$ cat src/rtl/rob_pkg.sv
//------------------------------------------------------------------------------
// Module      : rob_pkg
// Description : Shared types and default widths for the reorder-buffer tracker.
// Revision    : 1.0 - initial release
//------------------------------------------------------------------------------
`default_nettype none

package rob_pkg;

    localparam int ROB_DEPTH_DEFAULT = 16;
    localparam int TAG_W_DEFAULT     = $clog2(ROB_DEPTH_DEFAULT);
    localparam int AREG_W            = 5;
    localparam int DATA_W            = 64;
    localparam int PC_W              = 64;

    typedef logic [TAG_W_DEFAULT-1:0] rob_tag_t;

    // One reorder-buffer record in the default configuration.
    typedef struct packed {
        logic              valid;
        logic              done;
        logic              has_dest;
        logic [AREG_W-1:0] dest;
        logic [DATA_W-1:0] value;
        logic [PC_W-1:0]   pc;
    } rob_entry_t;

endpackage

`default_nettype wire

$ cat src/rtl/rob_ptr_ctr.sv
//------------------------------------------------------------------------------
// Module      : rob_ptr_ctr
// Description : Wrapping pointer with increment enable and synchronous clear.
// Revision    : 1.0 - initial release
//------------------------------------------------------------------------------
`default_nettype none

module rob_ptr_ctr
    import rob_pkg::*;
#(
    parameter int W = TAG_W_DEFAULT
) (
    input  logic         clk,
    input  logic         reset,
    input  logic         clr_i,
    input  logic         en_i,
    output logic [W-1:0] ptr_o
);

    logic [W-1:0] ptr_q;
    logic [W-1:0] ptr_d;

    // Clear wins over increment; wrap is the natural W-bit rollover.
    always_comb begin
        ptr_d = ptr_q;
        if (clr_i) begin
            ptr_d = '0;
        end else if (en_i) begin
            ptr_d = ptr_q + W'(1);
        end
    end

    always_ff @(posedge clk) begin
        if (reset) begin
            ptr_q <= '0;
        end else begin
            ptr_q <= ptr_d;
        end
    end

    assign ptr_o = ptr_q;

endmodule

`default_nettype wire

$ cat src/rtl/rob_tracker.sv
//------------------------------------------------------------------------------
// Module      : rob_tracker
// Description : Circular reorder buffer: in-order alloc, out-of-order complete,
//               in-order retire. Optional result forwarding via ROB_FORWARD_EN.
// Revision    : 1.0 - initial release
//------------------------------------------------------------------------------
`default_nettype none

module rob_tracker
    import rob_pkg::*;
#(
    parameter int ROB_DEPTH = ROB_DEPTH_DEFAULT,
    parameter int TAG_W     = $clog2(ROB_DEPTH),
    parameter int AREG_W    = rob_pkg::AREG_W,
    parameter int DATA_W    = rob_pkg::DATA_W,
    parameter int PC_W      = rob_pkg::PC_W
) (
    input  logic              clk,
    input  logic              reset,
    input  logic              alloc_valid,
    input  logic              alloc_has_dest,
    input  logic [AREG_W-1:0] alloc_dest,
    input  logic [PC_W-1:0]   alloc_pc,
    output logic [TAG_W-1:0]  alloc_tag,
    output logic              rob_full,
    output logic              rob_empty,
    output logic [TAG_W:0]    rob_count,
    input  logic              complete_valid,
    input  logic [TAG_W-1:0]  complete_tag,
    input  logic [DATA_W-1:0] complete_value,
    output logic              retire_valid,
    output logic              retire_has_dest,
    output logic [AREG_W-1:0] retire_dest,
    output logic [DATA_W-1:0] retire_value,
    output logic [PC_W-1:0]   retire_pc,
    input  logic              flush
`ifdef ROB_FORWARD_EN
    ,
    input  logic [TAG_W-1:0]  fwd_tag,
    output logic              fwd_ready,
    output logic [DATA_W-1:0] fwd_value
`endif
);

    logic [TAG_W-1:0]  head_q;
    logic [TAG_W-1:0]  tail_q;
    logic [TAG_W:0]    count_q;
    logic [TAG_W:0]    count_d;

    logic              valid_q    [ROB_DEPTH];
    logic              done_q     [ROB_DEPTH];
    logic              has_dest_q [ROB_DEPTH];
    logic [AREG_W-1:0] dest_q     [ROB_DEPTH];
    logic [DATA_W-1:0] value_q    [ROB_DEPTH];
    logic [PC_W-1:0]   pc_q       [ROB_DEPTH];

    logic              full_w;
    logic              empty_w;
    logic              alloc_accept_w;
    logic              head_ready_w;
    logic              retire_fire_w;
    logic              complete_hit_w;

    assign full_w         = (count_q == (TAG_W+1)'(ROB_DEPTH));
    assign empty_w        = (count_q == '0);
    assign alloc_accept_w = alloc_valid && !full_w && !flush;
    assign head_ready_w   = valid_q[head_q] && done_q[head_q];
    assign retire_fire_w  = head_ready_w && !flush;
    assign complete_hit_w = complete_valid && valid_q[complete_tag] && !flush;

    rob_ptr_ctr #(.W(TAG_W)) u_head_ptr (
        .clk   (clk),
        .reset (reset),
        .clr_i (flush),
        .en_i  (retire_fire_w),
        .ptr_o (head_q)
    );

    rob_ptr_ctr #(.W(TAG_W)) u_tail_ptr (
        .clk   (clk),
        .reset (reset),
        .clr_i (flush),
        .en_i  (alloc_accept_w),
        .ptr_o (tail_q)
    );

    always_comb begin
        count_d = count_q;
        if (flush) begin
            count_d = '0;
        end else begin
            count_d = count_q + (TAG_W+1)'(alloc_accept_w) - (TAG_W+1)'(retire_fire_w);
        end
    end

    always_ff @(posedge clk) begin
        if (reset) begin
            count_q <= '0;
        end else begin
            count_q <= count_d;
        end
    end

    // Status bits. Write order matters: a retire clear must win over a late
    // completion to the same slot; alloc never collides since tail is invalid.
    always_ff @(posedge clk) begin
        if (reset || flush) begin
            for (int i = 0; i < ROB_DEPTH; i++) begin
                valid_q[i] <= 1'b0;
                done_q[i]  <= 1'b0;
            end
        end else begin
            if (complete_hit_w) begin
                done_q[complete_tag] <= 1'b1;
            end
            if (retire_fire_w) begin
                valid_q[head_q] <= 1'b0;
                done_q[head_q]  <= 1'b0;
            end
            if (alloc_accept_w) begin
                valid_q[tail_q] <= 1'b1;
                done_q[tail_q]  <= 1'b0;
            end
        end
    end

    // Payload survives a flush; only reset scrubs it.
    always_ff @(posedge clk) begin
        if (reset) begin
            for (int i = 0; i < ROB_DEPTH; i++) begin
                has_dest_q[i] <= 1'b0;
                dest_q[i]     <= '0;
                value_q[i]    <= '0;
                pc_q[i]       <= '0;
            end
        end else if (!flush) begin
            if (complete_hit_w) begin
                value_q[complete_tag] <= complete_value;
            end
            if (alloc_accept_w) begin
                has_dest_q[tail_q] <= alloc_has_dest;
                dest_q[tail_q]     <= alloc_dest;
                pc_q[tail_q]       <= alloc_pc;
            end
        end
    end

    assign alloc_tag       = tail_q;
    assign rob_full        = full_w;
    assign rob_empty       = empty_w;
    assign rob_count       = count_q;
    assign retire_valid    = head_ready_w;
    assign retire_has_dest = has_dest_q[head_q];
    assign retire_dest     = dest_q[head_q];
    assign retire_value    = value_q[head_q];
    assign retire_pc       = pc_q[head_q];

`ifdef ROB_FORWARD_EN
    logic fwd_bypass_w;

    // A completion landing this very cycle is visible to the reader at once.
    assign fwd_bypass_w = complete_valid && (complete_tag == fwd_tag);
    assign fwd_ready    = valid_q[fwd_tag] && (done_q[fwd_tag] || fwd_bypass_w);
    assign fwd_value    = fwd_bypass_w ? complete_value : value_q[fwd_tag];
`endif

endmodule

`default_nettype wire
$ cat config.mk
export PLATFORM = sky130hd
export DESIGN_NAME = rob_tracker
export DESIGN_NICKNAME = d
export VERILOG_FILES = /design/src/rtl/rob_pkg.sv /design/src/rtl/rob_ptr_ctr.sv /design/src/rtl/rob_tracker.sv
export SDC_FILE = /design/constraint.sdc
export NUM_CORES = 2
export LEC_CHECK = 0
export BUFFER_PORTS_ARGS = -buffer_cell sky130_fd_sc_hd__buf_4
export CORE_MARGIN = 5
export CORE_UTILIZATION = 40
export DETAILED_ROUTE_END_ITERATION = 6
export PLACE_DENSITY = 0.59
export SLEW_MARGIN = 40
export SYNTH_ARGS = -nofsm -noshare
export SYNTH_HDL_FRONTEND = slang
export SYNTH_SLANG_ARGS = --single-unit
$ cat constraint.sdc
create_clock -name clk -period 8.46 [get_ports clk]
set_input_delay 0.423 -clock clk [delete_from_list [all_inputs] [get_ports clk]]
set_output_delay 0.423 -clock clk [all_outputs]
set_load 0.005 [all_outputs]
Word level (Yosys, flattened, before mapping)
Memories as Yosys holds them, arrays and structs flattened. A register that Yosys moved wholly into a read port is not among the register bits.
Cells that the tools add are included.
{ "word_totals": {"ff_bits": 13, "latch_bits": 0, "ramBits": 2176, "rom_bits": 0, "input_bits": 143, "output_inout_bits": 146, "wordCells": 92, "n_memories": 6} }
{ "op_classes": {"n_addsub": 4, "n_mul": 0, "div": 0, "n_lt_le_gt_ge": 0, "n_eq_ne": 1, "n_shift": 0, "n_mux": 58, "bitwise_logic": 0, "n_reduce_logical": 20} }
{ "memory_table": {"columns": ["name", "depth", "word_bits", "read_ports", "rd_clocked_by_memory_dff", "wr", "line_no", "rtl"], "rows": [
  ["pc_q", 16, 64, 1, 1, 16, "rob_tracker.sv:55", "logic [PC_W-1:0] pc_q [ROB_DEPTH];"],
  ["value_q", 16, 64, 1, 1, 16, "rob_tracker.sv:54", "logic [DATA_W-1:0] value_q [ROB_DEPTH];"],
  ["dest_q", 16, 5, 1, 1, 16, "rob_tracker.sv:53", "logic [AREG_W-1:0] dest_q [ROB_DEPTH];"],
  ["done_q", 16, 1, 1, 1, 16, "rob_tracker.sv:51", "logic done_q [ROB_DEPTH];"],
  ["has_dest_q", 16, 1, 1, 1, 16, "rob_tracker.sv:52", "logic has_dest_q [ROB_DEPTH];"],
  ["valid_q", 16, 1, 2, 1, 16, "rob_tracker.sv:50", "logic valid_q [ROB_DEPTH];"]
]} }
{ "op_table": {"columns": ["cell", "n"], "rows": [
  ["two-way mux 64 bit", 2],
  ["OR reduction 64 bit", 2],
  ["two-way mux 4 bit", 21],
  ["two-way mux 1 bit", 34],
  ["adder 4 x 1 -> 4 bit, second input constant", 2],
  ["logical AND 1 bit", 6],
  ["OR reduction 1 bit", 6],
  ["adder 5 x 1 -> 5 bit", 1],
  ["== test 5 bit, second input constant", 1],
  ["zero test 5 bit", 1],
  ["two-way mux 5 bit", 1],
  ["OR reduction 5 bit", 1],
  ["subtractor 5 x 1 -> 5 bit", 1],
  ["zero test 1 bit", 2],
  ["OR reduction 2 bit", 1],
  ["logical OR 1 bit", 1]
]} }

Logic depth before layout (Yosys ltp)
{ "logic_depth": {"word_depth": 10, "depth_mapped": 18, "ltp_nobuf": 17} }

Cells and area by module
A second synthesis with hierarchy kept.
{ "unflattened": {"hier_cells": 5817, "area_unflattened_um2": 97721.2} }
{ "by_module_without_submodules": {"columns": ["mod", "instances", "cells_per_inst", "area_per_inst_um2", "seq_area_each_um2"], "rows": [
  ["rob_tracker", 1, 5783, 97365.9, 65122.5],
  ["rob_ptr_ctr", 2, 17, 177.7, 80.1]
]} }

Worst setup path after synthesis
No wires, ideal clock.
{ "synth_path": {"path_type": "register -> register", "startpoint": "reg count_q[2] (netlist: rob_count[2])", "endpoint": "mem dest_q[10][0], enable pin", "setup_time_ns": 0.398, "arrival_time_ns": 2.585, "required_time_ns": 8.062, "setup_slack_ns": 5.477, "path_stages_with_launch": 9, "n_path_buf": 1, "period_less_slack_ns": 2.983, "path_cell_list": "dfxtp_1 inv_1 ha_1 and4bb_1 nand2b_1 or2_1 buf_2 nor3_4 or2_2"} }
{ "synth_lines": {"columns": ["element", "line_no", "rtl"], "rows": [
  ["start, declared", "rob_tracker.sv:47", "logic [TAG_W:0] count_q;"],
  ["start signal, assigned", "rob_tracker.sv:100", "count_q <= count_d;"],
  ["end, declared", "rob_tracker.sv:53", null]
]} }

==> reports/qor.csv <==
metric,value,unit
post-CTS setup buffers,0,
CTS max path bufs,3,
Worst-Skew Late Latency,0.89,ns
CP max FO,61,
number of synthesized flops with an enable pin,2144,
hold_buf cts,134,
Routed wire per std cell,29.57,µm
Core Region,245300,µm²
number of global-route vias before repair,54800,
mux contribution to synthesized area,15.16,%
DRT Wirelength,282.0,mm
worst reg2reg path depth,9,
#FFs+latches synth,2193,
Lkg Pwr,0.03963,µW
Max IR drop VDD,0.2058,mV
initial antenna violation count,55,
Slew HR,42.38,%
H-tree Lvls,4,
CTS tree,done,
Worst EP arrival,4.58,ns
Initial Util,40.07,%
Max Fclk,0.1998,GHz
CP Data Required Time,8.04,ns
post-DR vias/cell,5.519,
Synth cell types,59,
Final nets,6245,
status,completed,
fin. max-slew vios,0,
Worst Setup Start Kind,register,
Post-synth top flop,edfxtp_1,
TritonCTS buffer count,232,
clock root buffer,clkbuf_16,
WHS Path Cells,5,
setup TNS,0,ns
die height,505.7,µm
final core utilization,45.77,%
Slew @ Worst Pin,0.8643,ns
port buffer count,288,
Mapped Cells,5864,
Max-Cap Viols,0,
"Seq/Total Area, Yosys",66.51,%
HP Class,input port to register,
critical path capture point type,output pin,
PostCTS Resize Cnt,0,
worst clock skew,0.06353,ns
vias,52630,
crit path time final,5.004,ns
Post-Synth Simple-Gate Area,14.80,%
clock-pin slew on the worst setup and hold paths,0.06,ns
global-route wire length before repair,405.5,mm
Netlist Area Pre-Place,98270,µm²
largest family of logic cells by synthesized area,multiplexers,
mean area per synthesized cell,16.76,µm²
1st-iter DRT viols,5860,
power density over cell area,207.4,nW/µm²
final hold violations,0,
row count,182,
syn nets,6022,
Filler cells,20920,
final setup fails,0,
GRT Resource Usage Total,21.84,%
HPWL Detailed,146.6,mm
adder and majority gate portion of the synthesized area,0.1986,%
YS warnings,0,
DRC,0,
compound-cell area share of the yosys netlist,0.6710,%
clock sink count,2193,
Final period util,59.15,%
fraction of layout cells with a size suffix above 1,23.13,%
number of routed nets with antenna violations,0,
drt first pass iters,5,
die width,505.7,µm
Design Power,23280,µW
RSZ-0062 raised after global routing,no,
Ports,289,
DIE AREA,255700,µm²
Routability Congestion,0.7620,
largest net degree at the start of global routing,92,
"FFs w/ async S/R, synth",0,%
Crit Path Class,register to output pin,
P&R area growth vs syn,14.23,%
xor/xnor share of the synthesized area,0.07130,%
grt ovf,0,
worst hold margin,0.09415,ns
-- sequential cells by signal, summed over array words and instances, names as in the netlist, named ones only --
name and cells:
u_head_ptr.ptr_o 4, dest_q 80, has_dest_q 16, u_tail_ptr.ptr_o 4
done_q 16, value_q 1024, pc_q 1024, valid_q 16
rob_count 5
-- power breakdown --
| group | total [µW] | leakage (µW) | internal, µW | switching (µW) |
|---|---|---|---|---|
| registers | 12300 | 0.0225 | 12300 | 93.8 |
| logic | 959 | 0.0135 | 330 | 629 |
| clock network | 9970 | 0.00357 | 5560 | 4400 |
| total | 23300 | 0.0396 | 18100 | 5130 |
-- cell families after synthesis --
logic type,Yosys count
AOI/OAI and AO/OA,97
xor gates and xnor gates,8
adders and majority gates,15
buffers and inverters,557
DFF,2193
muxes,662
and+or+nand+nor,2332
-- critical path, cell delays in order (launching register included) --
cell and delay, ns:
dfxtp_4 0.80, buf_12 0.37, buf_16 0.42, buf_6 0.55, mux4_2 0.68, mux4_2 0.57, buf_4 0.17
-- placed cells by master (no fill, tap or decap), drive strengths merged, types with 4 or more instances in the layout --
cell type and count:
edfxtp 2144, buf 394, dfxtp 49, clkinv 120, nor2b 10, nand2 41, and2 2146, inv 23
ha 14, mux4 659, nor3 13, clkbuf 284, nor3b 7, nand4 11, a31o 13, a21oi 32
diode 24, or2 34, nor2 25, clkinvlp 13, xnor2 5, a211oi 25, a31oi 9, nand3 6
nor4 4, bufinv 16, o21ai 4, dlygate4sd3 134, and3 24
-- cell usage after synthesis (4+ instances only) --
master / n / area [µm²]
ha_1: 14 / 175.2
a211oi_1: 25 / 187.7
or2_2: 32 / 200.2
nor3_4: 4 / 65.06
nand2_1: 41 / 153.9
buf_4: 32 / 240.2
mux4_2: 653 / 14710
a31oi_1: 9 / 56.30
o21ai_0: 4 / 20.02
xnor2_1: 5 / 43.79
nor2b_1: 10 / 62.56
nor2_1: 21 / 78.83
inv_1: 15 / 56.30
nor3b_1: 7 / 52.55
buf_6: 29 / 326.6
dfxtp_1: 49 / 980.9
and3_1: 24 / 150.1
nand4_1: 10 / 62.56
buf_1: 13 / 48.80
nand3_1: 6 / 30.03
mux4_1: 6 / 157.7
edfxtp_1: 2144 / 64380
buf_2: 60 / 300.3
a31o_2: 12 / 105.1
a21oi_1: 32 / 160.2
nor2_2: 4 / 25.02
and2_1: 2146 / 13430
clkbuf_1: 400 / 1501
nor3_1: 9 / 45.04
-- layout make-up --
cell class	count	area, µm²	share of cell area, %
Antenna cell	24	60.06	0.05350
Clock buffer	284	6022	5.365
Clock inverter	154	1404	1.251
Inverter	18	81.33	0.07245
Multi-Input combinational cell	3114	30590	27.25
Sequential cell	2193	65380	58.24
Tap cell	3220	4029	3.589
Timing Repair Buffer	528	4686	4.174
-- metrics by stage --
| stage | cell area [µm²] | std cells | setup WS, ns |
|---|---|---|---|
| finish | 112300 | 9535 | 3.456 |
| global route | 112200 | 9517 | 3.072 |
| CTS | 112100 | 9508 | 3.065 |
| detailed placement | 103300 | 8936 | 3.973 |
| global placement | 103000 | 8929 | 3.650 |
| floorplan | 98270 | 5864 | 5.477 |
-- path summary, 6_finish.rpt --
kind                             from                   to  slack, ns
setup / recovery             register        retire_pc[10]       3.46
hold reg to reg   u_head_ptr.ptr_o[1]             register       0.52
hold / removal                  flush  u_tail_ptr.ptr_o[2]       0.09
setup reg to reg         rob_count[2]          pc_q[8][43]       4.17
-- per-layer routing --
metal	track usage, %	up-vias	part of all wire (%)
met5	0	-	0.049
met4	5.734	22	2.6
met3	4.062	444	7.7
met2	35.83	2065	48
met1	30.15	27820	41
li1	-	22280	-
Power figures use the tool's default switching activity.
